## src/rtl/mp_div.sv

```systemverilog
// Iterative mixed-precision divider for signed INT16 and FP16 operands.
// One radix-2 quotient bit per cycle, with a fixed 17-edge latency from accept to result.
//
// state | meaning
// IDLE  | waiting for start_i
// ITER  | 16 restoring-division steps (FP uses the first 12, the rest idle)
// POST  | sign, exponent fix-up, rounding and special-case select
// DONE  | valid_o high for one cycle; start_i accepted back-to-back
module mp_div #(
  parameter logic [15:0] FP_QNAN     = 16'h7E00,
  parameter logic [15:0] INT_DZ_QUOT = 16'hFFFF
) (
  input  logic        clk_i,
  input  logic        rst_n_i,
  input  logic        start_i,
  input  logic        data_type_i,
  input  logic [15:0] opa_i,
  input  logic [15:0] opb_i,
  output logic        busy_o,
  output logic        valid_o,
  output logic [15:0] quot_o,
  output logic [15:0] rem_o,
  output logic        dz_o,
  output logic        inv_o
);

  typedef enum logic [1:0] {S_IDLE, S_ITER, S_POST, S_DONE} state_t;

  state_t      r_state, w_next;
  logic        r_mode;
  logic [15:0] r_opa, r_opb;
  logic [3:0]  r_cnt;
  logic [15:0] r_q;
  logic [16:0] r_rem;
  logic [15:0] r_dvd;
  logic [15:0] r_dvs;
  logic [15:0] r_quot, r_rem_out;
  logic        r_dz, r_inv;

  logic        w_accept;
  logic [15:0] w_abs_a, w_abs_b;
  logic [16:0] w_trial, w_sub, w_rem_nxt;
  logic        w_ge, w_step;

  assign w_accept = start_i && ((r_state == S_IDLE) || (r_state == S_DONE));
  assign w_abs_a  = opa_i[15] ? (16'd0 - opa_i) : opa_i;
  assign w_abs_b  = opb_i[15] ? (16'd0 - opb_i) : opb_i;

  // INT shifts the next dividend bit in before the compare; FP compares first and shifts after.
  assign w_trial   = r_mode ? r_rem : {r_rem[15:0], r_dvd[15]};
  assign w_ge      = (w_trial >= {1'b0, r_dvs});
  assign w_sub     = w_ge ? (w_trial - {1'b0, r_dvs}) : w_trial;
  assign w_rem_nxt = r_mode ? {w_sub[15:0], 1'b0} : w_sub;
  assign w_step    = !r_mode || (r_cnt >= 4'd4);

  always_ff @(posedge clk_i or negedge rst_n_i) begin
    if (!rst_n_i) r_state <= S_IDLE;
    else          r_state <= w_next;
  end

  always_comb begin
    w_next = r_state;
    case (r_state)
      S_IDLE: if (start_i) w_next = S_ITER;
      S_ITER: if (r_cnt == 4'd0) w_next = S_POST;
      S_POST: w_next = S_DONE;
      S_DONE: w_next = start_i ? S_ITER : S_IDLE;
      default: w_next = S_IDLE;
    endcase
  end

  always_ff @(posedge clk_i or negedge rst_n_i) begin
    if (!rst_n_i) begin
      r_mode <= 1'b0;
      r_opa  <= '0;
      r_opb  <= '0;
      r_cnt  <= '0;
      r_q    <= '0;
      r_rem  <= '0;
      r_dvd  <= '0;
      r_dvs  <= '0;
    end else if (w_accept) begin
      r_mode <= data_type_i;
      r_opa  <= opa_i;
      r_opb  <= opb_i;
      r_cnt  <= 4'd15;
      r_q    <= '0;
      if (data_type_i) begin
        r_rem <= {6'd0, 1'b1, opa_i[9:0]};
        r_dvd <= '0;
        r_dvs <= {5'd0, 1'b1, opb_i[9:0]};
      end else begin
        r_rem <= '0;
        r_dvd <= w_abs_a;
        r_dvs <= w_abs_b;
      end
    end else if (r_state == S_ITER) begin
      r_cnt <= r_cnt - 4'd1;
      if (w_step) begin
        r_q   <= {r_q[14:0], w_ge};
        r_rem <= w_rem_nxt;
        r_dvd <= {r_dvd[14:0], 1'b0};
      end
    end
  end

  logic [4:0]  w_ea, w_eb;
  logic        w_sq, w_a_zero, w_b_zero, w_a_inf, w_b_inf, w_a_nan, w_b_nan;
  logic [6:0]  w_exp;
  logic [9:0]  w_frac;
  logic [15:0] w_res_quot, w_res_rem;
  logic        w_res_dz, w_res_inv;

  assign w_ea     = r_opa[14:10];
  assign w_eb     = r_opb[14:10];
  assign w_sq     = r_opa[15] ^ r_opb[15];
  assign w_a_zero = (w_ea == 5'd0);
  assign w_b_zero = (w_eb == 5'd0);
  assign w_a_inf  = (w_ea == 5'd31) && (r_opa[9:0] == 10'd0);
  assign w_b_inf  = (w_eb == 5'd31) && (r_opb[9:0] == 10'd0);
  assign w_a_nan  = (w_ea == 5'd31) && (r_opa[9:0] != 10'd0);
  assign w_b_nan  = (w_eb == 5'd31) && (r_opb[9:0] != 10'd0);
  // Two's-complement in 7 bits: bit 6 set means the biased exponent went negative.
  assign w_exp    = {2'b00, w_ea} - {2'b00, w_eb} + 7'd15 - {6'd0, ~r_q[11]};
  assign w_frac   = r_q[11] ? r_q[10:1] : r_q[9:0];

  always_comb begin
    w_res_quot = '0;
    w_res_rem  = '0;
    w_res_dz   = 1'b0;
    w_res_inv  = 1'b0;
    if (!r_mode) begin
      if (r_opb == 16'd0) begin
        w_res_quot = INT_DZ_QUOT;
        w_res_rem  = r_opa;
        w_res_dz   = 1'b1;
      end else begin
        w_res_quot = (r_opa[15] ^ r_opb[15]) ? (16'd0 - r_q) : r_q;
        w_res_rem  = r_opa[15] ? (16'd0 - r_rem[15:0]) : r_rem[15:0];
      end
    end else if (w_a_nan || w_b_nan || (w_a_zero && w_b_zero) || (w_a_inf && w_b_inf)) begin
      w_res_quot = FP_QNAN;
      w_res_inv  = 1'b1;
    end else if (!w_a_inf && w_b_zero) begin
      w_res_quot = {w_sq, 15'h7C00};
      w_res_dz   = 1'b1;
    end else if (w_a_inf) begin
      w_res_quot = {w_sq, 15'h7C00};
    end else if (w_b_inf || w_a_zero) begin
      w_res_quot = {w_sq, 15'd0};
    end else if (w_exp[6] || (w_exp == 7'd0)) begin
      w_res_quot = {w_sq, 15'd0};
    end else if (w_exp >= 7'd31) begin
      w_res_quot = {w_sq, 15'h7BFF};
    end else begin
      w_res_quot = {w_sq, w_exp[4:0], w_frac};
    end
  end

  always_ff @(posedge clk_i or negedge rst_n_i) begin
    if (!rst_n_i) begin
      r_quot    <= '0;
      r_rem_out <= '0;
      r_dz      <= 1'b0;
      r_inv     <= 1'b0;
    end else if (r_state == S_POST) begin
      r_quot    <= w_res_quot;
      r_rem_out <= w_res_rem;
      r_dz      <= w_res_dz;
      r_inv     <= w_res_inv;
    end
  end

  assign busy_o  = (r_state == S_ITER) || (r_state == S_POST);
  assign valid_o = (r_state == S_DONE);
  assign quot_o  = r_quot;
  assign rem_o   = r_rem_out;
  assign dz_o    = r_dz;
  assign inv_o   = r_inv;

endmodule

```

## config.mk

```make
export PLATFORM = sky130hd
export DESIGN_NAME = mp_div
export DESIGN_NICKNAME = d
export VERILOG_FILES = /design/src/rtl/mp_div.sv
export SDC_FILE = /design/constraint.sdc
export NUM_CORES = 1
export LEC_CHECK = 0
export ABC_CLOCK_PERIOD_IN_PS = 4270
export CORE_MARGIN = 1
export CORE_UTILIZATION = 32
export CTS_BUF_LIST = sky130_fd_sc_hd__clkbuf_4
export DETAILED_ROUTE_END_ITERATION = 7
export GPL_ROUTABILITY_DRIVEN = 0
export GPL_TIMING_DRIVEN = 0
export SLEW_MARGIN = 10
export SYNTH_ARGS = -nofsm -noshare
export SYNTH_HDL_FRONTEND = slang
export SYNTH_SLANG_ARGS = --single-unit
```

## constraint.sdc

```tcl
create_clock -name clk_i -period 4.27 [get_ports clk_i]
set_input_delay 0.854 -clock clk_i [delete_from_list [all_inputs] [get_ports clk_i]]
set_output_delay 0.854 -clock clk_i [all_outputs]
set_load 0.01 [all_outputs]
```

==> impl_metrics.json <==
{
  "wl_um": 27000,
  "synthArstFlopShare": 1.00,
  "avgViaCountPerCell": 5.25,
  "ys_seq_area_frac": 0.373,
  "drc": 0,
  "grt_pass1_wl_um": 43800,
  "synth-seq-cells": 137,
  "cts_tree": "done",
  "crit_path_end": "r_rem[14]$_DFFE_PN0P_",
  "synth_top_area_cell": "dfrtp_1",
  "track_usage": 0.193,
  "maxSlewViolCount": 0,
  "status": "completed",
  "required_ps": 4740,
  "ys_warn_count": 0,
  "grt_pass1_vias": 7934,
  "critPathArrivalTime_ps": 4540,
  "antenna_found_initial": 2,
  "cp-start-kind": "register",
  "clkTransAtPathRegs_ps": 170,
  "die_h_um": 171,
  "pre_cts_ws_ps": -801,
  "die-area_mm2": 0.0294,
  "grt_max_degree": 81,
  "worst-setup-path-type": "reg2reg",
  "cts-buffers-inserted": 17,
  "seqCellArea_mm2": 0.00343,
  "synth_edf_count": 0,
  "hold_class": "in2async",
  "portBuffers": 71,
  "hold_buffers": 0,
  "r2r_cells": 12,
  "yosysTopAreaCellShare": 0.373,
  "vias": 8240,
  "worst_slew_pin_slew_ps": 748,
  "skew_ps": 38.1,
  "synthFlopType": "dfrtp_1",
  "finalWorstSetupSlack_ps": 199,
  "core.rowCount": 61,
  "avgSynthCellArea_um2": 8.46,
  "drt-pass1-iter-count": 5,
  "io_pins": 72,
  "core_mm2": 0.0280,
  "multi_input_area_mm2": 0.00525,
  "htreeDepth": 4,
  "die_w_um": 171,
  "netlist_instances": 1086,
  "ant_nets": 0,
  "worstSetupStartpoint": "r_mode$_DFFE_PN0P_",
  "fin_crit_ps": 4070,
  "relSlewSlack": 0.501,
  "rr_startpoint": "r_mode$_DFFE_PN0P_",
  "worstPathMaxFanout": 10,
  "nFillCells": 2943,
  "max_freq_mhz": 246,
  "wl_per_cell_um": 17.2,
  "r2r_slack_ps": 200,
  "ys_types": 72,
  "synth_fp_nets": 1161,
  "period_share": 0.953,
  "fin_nets": 1252,
  "drv_cap": 0,
  "dpl_cell_area_mm2": 0.0104,
  "rsz0062_at_grt": "no",
  "cts-root-buf": "clkbuf_4",
  "reg2reg_to": "r_rem[14]$_DFFE_PN0P_",
  "clockBufferDepth": 2,
  "clkLatencyLatePin_ps": 590,
  "ys_top_cells_by_count": "nand2_1, dfrtp_1, a21oi_1",
  "synthTopCellsByArea": "dfrtp_1, nand2_1, ha_1",
  "hold_violations": 0,
  "finalSetupViolations": 0,
  "dp_hpwl_um": 20800,
  "syn_to_final_growth_pct": 16.8,
  "drive_gt1_frac": 0.0706,
  "stdcell_area_mm2": 0.0107,
  "start_util": 0.328,
  "grt-ovfl-total": 0,
  "synth.most_common_cell": "nand2_1",
  "syn_area_mm2": 0.00919,
  "initialDrtViolationCount": 593,
  "cp-end-kind": "register",
  "cts.sinks": 137
}
-- layout by cell type (no fill, tap or decap), drive strengths merged, types with 28 or more instances in the layout --
cell and n:
clkbuf 70, mux2i 28, nand2 181, inv 71, xor2 47, o22ai 41, a21oi 72, ha 36
clkdlybuf4s50 70, xnor2 29, nor2 55, dfrtp 137, o21ai 80
-- timing repair --
item                       CTS  global route
gates resized for setup      4             4
setup endpoints to repair   18            17
pin swaps                    1             0
buffers inserted             2             0
-- sequential cells by signal, indices dropped and copies added (netlist names) --
name / cells
r_q: 16
rem_o: 16
r_opa: 16
r_dvd: 16
quot_o: 16
r_opb: 16
r_mode: 1
inv_o: 1
dz_o: 1
r_rem: 17
r_dvs: 15
r_state: 2
r_cnt: 4
-- cells by family (layout without fill, tap and decap cells) --
family,after synthesis,in the layout,synth area share
adders and majority gates,41,41,0.0580
and+or+nand+nor,345,345,0.171
muxes,51,51,0.0587
xor gates and xnor gates,76,76,0.0733
buffers and inverters,134,238,0.0556
DFF,137,137,0.373
AOI/OAI and AO/OA,302,302,0.210
other,0,1,0
-- per-stage QoR --
step / util / setup TNS, ps / hold WS (ps) / cells
5_1_grt: 0.383 / 0 / 205 / 1569
3_5_place_dp: 0.371 / -11500 / 464 / 1536
2_1_floorplan: - / 0 / 446 / 1086
3_3_place_gp: 0.370 / -459230 / 462 / 1535
4_1_cts: 0.383 / 0 / 200 / 1569
6_report: 0.383 / 0 / 199 / 1569
-- critical path, cell delays in order (launching register included) --
cell and delay [ps]:
dfrtp_2 540, clkbuf_4 310, clkbuf_2 260, buf_2 330, mux2_2 390, ha_1 370
a21o_1 140, nand2_1 80, a31o_2 290, o211ai_1 380, clkbuf_1 430, o211ai_1 160
a32o_1 250
-- layout make-up --
class | instances | share of cell area
tap | 378 | 0.0441
antenna | 1 | 0.000233
timing repair buffer | 74 | 0.0703
clock buffer | 17 | 0.0119
inverter | 65 | 0.0227
multi-input combinational | 815 | 0.490
sequential | 137 | 0.320
buffer | 67 | 0.0248
clock inverter | 15 | 0.0169
-- how the worst min path moves through the flow --
stage                         startpoint                    end  slack (ps)  cells past startpoint
floorplan           r_opb[5]$_DFFE_PN0P_   r_opb[5]$_DFFE_PN0P_         450                      2
global placement    r_opb[8]$_DFFE_PN0P_   r_opb[8]$_DFFE_PN0P_         460                      2
detailed placement  r_opb[8]$_DFFE_PN0P_   r_opb[8]$_DFFE_PN0P_         460                      2
CTS                              rst_n_i  quot_o[8]$_DFFE_PN0N_         200                      1
global route                     rst_n_i  quot_o[8]$_DFFE_PN0N_         210                      1
finish                           rst_n_i  quot_o[8]$_DFFE_PN0N_         200                      1
-- per-layer routing --
| layer | wire [µm] | track usage | vias up |
|---|---|---|---|
| met5 | 0 | 0 | - |
| met4 | 516 | 0.0594 | 0 |
| li1 | - | - | 4015 |
| met3 | 1470 | 0.0285 | 27 |
| met1 | 12600 | 0.267 | 3955 |
| met2 | 12400 | 0.307 | 243 |
Power is left out: the tool's default activity adds up to more than one toggle a clock period on the data nets, which glitch-free logic cannot reach.
